File: src/rtl/output_port_arbiter.sv
// Wormhole allocator for one router output port: round-robin over packet heads,
// lock to the winner until its tail, forced release after MAX_PKT_LEN flits.
module output_port_arbiter #(
    parameter int NUM_PORTS   = 5,
    parameter int FLIT_W      = 32,
    parameter int MAX_PKT_LEN = 16
) (
    input  logic                          clk,
    input  logic                          reset_n,
    input  logic [NUM_PORTS-1:0]          i_req,
    input  logic [NUM_PORTS*FLIT_W-1:0]   i_flit,
    input  logic                          i_downstream_on,
    output logic [NUM_PORTS-1:0]          o_pop,
    output logic [FLIT_W-1:0]             o_flit,
    output logic                          o_valid,
    output logic                          o_busy,
    output logic [$clog2(NUM_PORTS)-1:0]  o_owner,
    output logic                          o_err_len,
    output logic                          o_drop
);
    localparam int PW = $clog2(NUM_PORTS);
    localparam int LW = $clog2(MAX_PKT_LEN + 1);

    typedef enum logic {IDLE, LOCKED} state_t;

    // Handshake: o_pop[p] means buffer p's front flit is consumed at the coming edge;
    // it is only raised when i_req[p] is high and never for more than one port.
    state_t            state_q, state_d;
    logic [PW-1:0]     rr_q, rr_d;
    logic [PW-1:0]     owner_q, owner_d;
    logic [LW-1:0]     len_q, len_d;
    logic [FLIT_W-1:0] flit_q, flit_d;
    logic              valid_q, valid_d;
    logic              err_q, err_d;
    logic              drop_q, drop_d;
    logic [NUM_PORTS-1:0] pop;

    logic [FLIT_W-1:0] flits [NUM_PORTS];
    logic [1:0]        ftype [NUM_PORTS];

    for (genvar g = 0; g < NUM_PORTS; g++) begin : g_unpack
        assign flits[g] = i_flit[g*FLIT_W +: FLIT_W];
        assign ftype[g] = flits[g][FLIT_W-1 -: 2];
    end

    logic [PW-1:0] next_owner;
    logic [LW-1:0] len_inc;
    assign next_owner = (owner_q == PW'(NUM_PORTS - 1)) ? '0 : owner_q + PW'(1);
    assign len_inc    = len_q + LW'(1);

    always_comb begin
        state_d = state_q;
        rr_d    = rr_q;
        owner_d = owner_q;
        len_d   = len_q;
        flit_d  = flit_q;
        valid_d = 1'b0;
        err_d   = 1'b0;
        drop_d  = 1'b0;
        pop     = '0;
        case (state_q)
            IDLE: begin : idle_arb
                logic          found;
                logic          orphan;
                logic [PW-1:0] win;
                logic [PW-1:0] cand;
                int            idx;
                found  = 1'b0;
                orphan = 1'b0;
                win    = '0;
                cand   = '0;
                idx    = 0;
                // Heads only compete; scan starts at the round-robin pointer.
                for (int i = 0; i < NUM_PORTS; i++) begin
                    idx = int'(rr_q) + i;
                    if (idx >= NUM_PORTS) idx = idx - NUM_PORTS;
                    cand = PW'(idx);
                    if (!found && i_req[cand] && ftype[cand][1]) begin
                        found = 1'b1;
                        win   = cand;
                    end
                end
                if (found) begin
                    state_d = LOCKED;
                    owner_d = win;
                    len_d   = '0;
                end else begin
                    // Body/tail with no owning packet: discard the lowest-index one.
                    for (int p = 0; p < NUM_PORTS; p++) begin
                        if (!orphan && i_req[p] && !ftype[p][1]) begin
                            orphan = 1'b1;
                            pop[p] = 1'b1;
                        end
                    end
                    drop_d = orphan;
                end
            end
            LOCKED: begin
                if (i_req[owner_q] && i_downstream_on) begin
                    pop[owner_q] = 1'b1;
                    flit_d       = flits[owner_q];
                    valid_d      = 1'b1;
                    len_d        = len_inc;
                    if (ftype[owner_q][0]) begin
                        state_d = IDLE;
                        rr_d    = next_owner;
                        len_d   = '0;
                    end else if (len_inc == LW'(MAX_PKT_LEN)) begin
                        state_d = IDLE;
                        rr_d    = next_owner;
                        len_d   = '0;
                        err_d   = 1'b1;
                    end
                end
            end
            default: state_d = IDLE;
        endcase
    end

    always_ff @(posedge clk or negedge reset_n) begin
        if (!reset_n) begin
            state_q <= IDLE;
            rr_q    <= '0;
            owner_q <= '0;
            len_q   <= '0;
            flit_q  <= '0;
            valid_q <= 1'b0;
            err_q   <= 1'b0;
            drop_q  <= 1'b0;
        end else begin
            state_q <= state_d;
            rr_q    <= rr_d;
            owner_q <= owner_d;
            len_q   <= len_d;
            flit_q  <= flit_d;
            valid_q <= valid_d;
            err_q   <= err_d;
            drop_q  <= drop_d;
        end
    end

    // Pop is combinational; hold it off while reset is asserted.
    assign o_pop     = reset_n ? pop : '0;
    assign o_flit    = flit_q;
    assign o_valid   = valid_q;
    assign o_busy    = (state_q == LOCKED);
    assign o_owner   = owner_q;
    assign o_err_len = err_q;
    assign o_drop    = drop_q;

endmodule

File: config.mk
export PLATFORM = sky130hd
export DESIGN_NAME = output_port_arbiter
export DESIGN_NICKNAME = d
export VERILOG_FILES = /design/src/rtl/output_port_arbiter.sv
export SDC_FILE = /design/constraint.sdc
export NUM_CORES = 1
export LEC_CHECK = 0
export ABC_AREA = 1
export CAP_MARGIN = 5
export CORE_MARGIN = 3
export CORE_UTILIZATION = 40
export CTS_CLUSTER_SIZE = 16
export DETAILED_ROUTE_END_ITERATION = 16
export GPL_ROUTABILITY_DRIVEN = 0
export PLACE_DENSITY = 0.82
export SLEW_MARGIN = 20
export SYNTH_ARGS = -nofsm -noshare
export SYNTH_HDL_FRONTEND = slang
export SYNTH_SLANG_ARGS = --single-unit
File: constraint.sdc
create_clock -name clk -period 3.3 [get_ports clk]
set_input_delay 0.495 -clock clk [delete_from_list [all_inputs] [get_ports clk]]
set_output_delay 0.495 -clock clk [all_outputs]
set_load 0.05 [all_outputs]
After elaboration in Yosys (flattened, before gate mapping)
Cells that the tools add are included.

Flip-flop bits (word level): 47.

$add $sub $neg: 11. Order comparisons: 18. Equality and inequality tests: 4. Mux-type cells: 102. Bitwise logic cells: 7. Reductions and logical operators: 38.

Operators by type and width (count): $bmux 32 s3 (1); $mux 32 (2); $mux 3 (18); $mux 1 (48); $bmux 2 s3 (6); $mux 5 (7); $ge 4x4->1 const B (6); $lt 3x4->1 const B (6); $not 3->4 (6); $logic_and 1x1->1 (20); $mux 2 (10); $pmux 5 s2 (2); $bmux 1 s3 (6); $ge 4x3->1 const B (4); $sub 3x3->3 const B (5); $logic_not 1->1 (13); $add 3x2->4 const B (2); $reduce_and 2->1 (3); $add 5x1->5 const B (1); $eq 5x5->1 const B (1); $add 3x1->4 const B (1); $add 3x3->4 const B (1); $add 3x1->3 const B (1); $demux 1 s3 (1); other kinds (9) (9).

Logic depth before layout (Yosys ltp)
Depth in word-level cells: 57. Depth in mapped cells: 20. Mapped depth without buffers: 19.

Worst setup path after synthesis
No wires, ideal clock.

Path type: flip-flop to output port. Start: reg rr_q[0]. End: out o_pop[2]. Data arrival time: 3.181 ns. Setup slack: -0.376 ns. Stages on the path, launching flop included: 17. Path through: dfrtp_1 buf_6 inv_2 ha_1 inv_1 fa_1 a21oi_2 nand2_1 nand2_1 nand2_1 nand3_1 nand2_1 a21oi_4 nand4_4 nor2_4 nand2_1 a21oi_1.

Longest elaborated chain between the ends: 33.

Ends and longest elaborated chain: from (decl) (RTL line 29) `logic [PW-1:0] rr_q, rr_d;`; from (signal assigned) (RTL line 132) `rr_q <= rr_d;`; $sub 3x3->3 or $ge 3x3->1 (tied branches) (RTL line 76) `if (idx >= NUM_PORTS) idx = idx - NUM_PORTS;`; $mux 3 (RTL line 76); $mux 3 (RTL line 61) `case (state_q)`; $not 3->4 (implied by the code) (RTL line 78) `if (!found && i_req[cand] && ftype[cand][1]) begin`; $bmux 2 s3 (RTL line 78); $mux 2 (implied by the code) (2 in series) (RTL line 78); $logic_and 1x1->1 (RTL line 78); $mux 1 (RTL line 78); [15 not listed]; $mux 1 (RTL line 61); $logic_not 1->1 (RTL line 78); $logic_and 1x1->1 (2 in series) (RTL line 78); $mux 1 (*) (RTL line 78); $mux 1 (*) (RTL line 61); $mux 5 (*) (RTL line 83) `if (found) begin`; $pmux 5 s2 (*) (RTL line 61); $mux 5 (*) (RTL line 143) `assign o_pop = reset_n ? pop : '0;`; to (decl) (RTL line 13) `output logic [NUM_PORTS-1:0] o_pop,`.

Mark *: on every way between the ends. The rest lies on a longest branch, timed or not. The select of a mux whose other input is x is not followed.

Worst setup path in the final report
Same ends and word-level chain as after synthesis.

==> results.md <==
- P&R area growth vs syn: 68.8%
- Post-synth ARST share: 100%
- Commonest non-fill, non-tap cells in the layout: clkdlybuf4s50_1, nand2_1, nor2_1
- CTS tree: yes
- Peak supply drop: between 0.4 and 0.5 mV
- Worst path cell trace: inv_2 > ha_4 > inv_2 > fa_2 > a21oi_4 > nand2_2 > nand2_2 > nand2_1 > nand3_2 > nand2_2 > a21oi_4 > nand4_4 > nor2_4 > nand2_2 > a21oi_4 > buf_12
- Hold WS: between 200 and 300 ps
- CP Buf/Inv Count: 3
- Tot GR Track Use: 29.0%
- Final clock skew: around 6.8 ps
- First-iteration detailed-routing DRC count: 440
- R2r startpoint: rr_q[0]
- First-pass GRT wire length: ~26000 um
- Vias in the first global route: between 4000 and 5000
- Worst-path fanout max: 7
- Cts bufs inserted: 5
- Initial core utilization: roughly two fifths
- Vias per Instance: 5.60
- Fin area: around 6600 sq um
- DR WL/cell: between 15 and 20 um
- Final wirelength: approximately 17000 um
- Placed cell areas: about 6300 sq um
- Synthesized instance count: approximately 560
- PD cells: approximately 1100 nW/um^2
- Initial antenna violation count: 0
- Startpoint types: register
- Clock Path Buffers: 2
- Port Buf Inserts: between 200 and 250
- Ratio of cells with drive above 1 in the final layout: ~14%
- Via count: just over 5000
- Antenna Nets Post-Route: 0
- Worst hold path class: in2async
- Fmax: around 0.29 GHz
- H-tree depth: 2
- I/O Pins: between 200 and 250
- GR Overflow Total: 0
- Sequential cell area fraction in the yosys report: between 30% and 40%
- CP Data Required Time: around 2800 ps
- Worst-Margin Slew: between 600 and 700 ps
- Largest family of logic cells by synthesized area: simple AND/OR/NAND/NOR gates
- Height of the die: 105 um
- Clock transition at path regs: around 90 ps
- Worst path max stage delay: between 400 and 500 ps
- Leakage: 2.86 nW
- R2r worst-path depth: 17
- Crit share post-route: 103%
- Full die area: around 11000 sq um
- Unrepaired setup endpoints after global routing: yes
- CTS root buffer: clkbuf_8
- Synthesized area: 3910 sq um
- Nets: just under 1000
- CP top delay family: simple AND/OR/NAND/NOR gates
- Slew margin rel.: between 50% and 60%
- DP Worst Slack: -29.8 ps
- Compound-cell area share of the yosys netlist: between 20% and 30%
- Fill cells: roughly 770
- Worst R2R Setup Slack: 700 ps
- Die W: about 100 um
- Failing checks: setup timing
- Ys flop type: dfrtp_1
- Worst skew pair latency: 300 ps
- Fin worst setup slack: -108 ps
- Hpwl dp: about 13000 um
- R2R Path End: len_q[3]
- Cts hold-fix bufs: 0
- Total power: between 7 and 8 mW
- DRT Pass-1 Iters: 5
- Post-synthesis simple-gate area fraction: about 37%
- EDFF count, synth: 0
- Largest net degree at the start of global routing: 48
- Placeable Area: ~9400 sq um
- Site Rows: 35
- Arrival time at the worst endpoint: 2910 ps
- Yosys reg bits: 47
- Count of antenna diodes in the layout: 0
- Launch point of the worst path: rr_q[0]
- Crit path time final: ~3400 ps
- Status: complete, but fails checks
- Crit end category: output pin
- Critical Path Sink: o_pop[2]
- DRC viols: 0
- Hold Vio Cnt, Final: 0
- Clock Sinks: 47
- Mapped Nets: 744
- Slew Viols, Final: 0
- Xor and xnor area share after synthesis: approximately 1.3%
- Syn. warnings: 0
- Post-synthesis adder-cell area fraction: 4.03%
- Commonest non-fill, non-tap cell in the layout: clkdlybuf4s50_1
- Critical path class: reg2out
- Slowest stage cell on the critical path: dfrtp_1
- Maxcap violations: 0
- Crit. path cell count: 16
- Unique cell type count in the Yosys netlist: 39
- CP most frequent cell: nand2_2
- Syn Area/Cell: roughly 6.9 sq um
- Setup violators final: 5
- Final Core Density: a little over two thirds
- Mux cell area share after synthesis: 0%
worst min path at each step:
stage	slack, ps	end	from	depth (start not counted)
after detailed placement	470	o_flit[17]	o_flit[17]	2
after floorplan	200	len_q[0]	reset_n	0
after global routing	340	o_flit[9]	reset_n	2
after CTS	320	o_flit[23]	reset_n	2
final	300	o_flit[9]	reset_n	2
after global placement	470	o_flit[17]	o_flit[17]	2
area by class of cell:
cell class | instances | area [sq um] | share of cell area, %
clock buffer | 7 | 86.3 | 1.31
clock inverter | 1 | 8.76 | 0.133
inverter | 43 | 161 | 2.44
multi-input combinational | 450 | 2660 | 40.2
sequential | 47 | 1180 | 17.8
tap | 129 | 161 | 2.44
timing repair buffer | 236 | 2350 | 35.6
routing by layer:
layer  vias up  wire (um)  GRT usage, %
li1       2375          -             -
met1      2380       6290          36.4
met2       318       8480          50.9
met3        37       1510          5.50
met4         0        413          7.97
met5         -          0             0
registers in the layout, summed over array words and instances, names as in the netlist:
name,cells
o_err_len,1
o_valid,1
o_flit,32
o_drop,1
rr_q,3
o_owner,3
o_busy,1
len_q,5
logic make-up after synthesis:
logic type	count (synthesis)
flip-flops	47
buffers and inverters	67
AND/OR/NAND/NOR	316
adder cells (fa/ha/maj)	12
AO/OA/AOI/OAI	116
XOR/XNOR	6
through the flow:
stage,cells,TNS [ps]
6_report,913,-435
5_1_grt,913,-1000
4_1_cts,910,-534
3_5_place_dp,895,-52.8
3_3_place_gp,895,0
2_1_floorplan,564,0
cells in the mapped netlist (3+ instances only):
| cell | number | area share (%) |
|---|---|---|
| a21oi_1 | 7 | 0.90 |
| a221oi_1 | 22 | 4.9 |
| a22o_1 | 23 | 5.1 |
| a22oi_1 | 10 | 1.9 |
| a31oi_1 | 14 | 2.2 |
| buf_2 | 3 | 0.38 |
| clkbuf_1 | 19 | 1.8 |
| dfrtp_1 | 47 | 30 |
| ha_1 | 11 | 3.5 |
| inv_1 | 33 | 3.2 |
| inv_2 | 10 | 0.96 |
| nand2_1 | 170 | 16 |
| nand2_2 | 13 | 2.1 |
| nand2_4 | 5 | 1.4 |
| nand3_1 | 45 | 5.8 |
| nand3_2 | 4 | 1.0 |
| nand4_1 | 10 | 1.6 |
| nor2_1 | 54 | 5.2 |
| nor3_1 | 4 | 0.51 |
| nor3_2 | 3 | 0.77 |
| o21ai_0 | 30 | 3.8 |
| o21ai_1 | 4 | 0.51 |
| xor2_1 | 5 | 1.1 |
timing repair:
| action | 4_1_cts | 5_1_grt |
|---|---|---|
| setup buffers | 8 | 3 |
| resized for setup | 28 | 8 |
| pin swaps | 18 | 12 |
| setup endpoints to repair | 5 | 5 |
report_power, final:
group / total (mW) / leakage [nW] / internal (mW) / switching [mW]
combinational: 5.69 / 2.24 / 2.07 / 3.63
sequential: 1.05 / 0.576 / 0.837 / 0.213
clock: 0.375 / 0.0484 / 0.172 / 0.203
total: 7.12 / 2.86 / 3.07 / 4.04
Power figures use the tool's default switching activity.
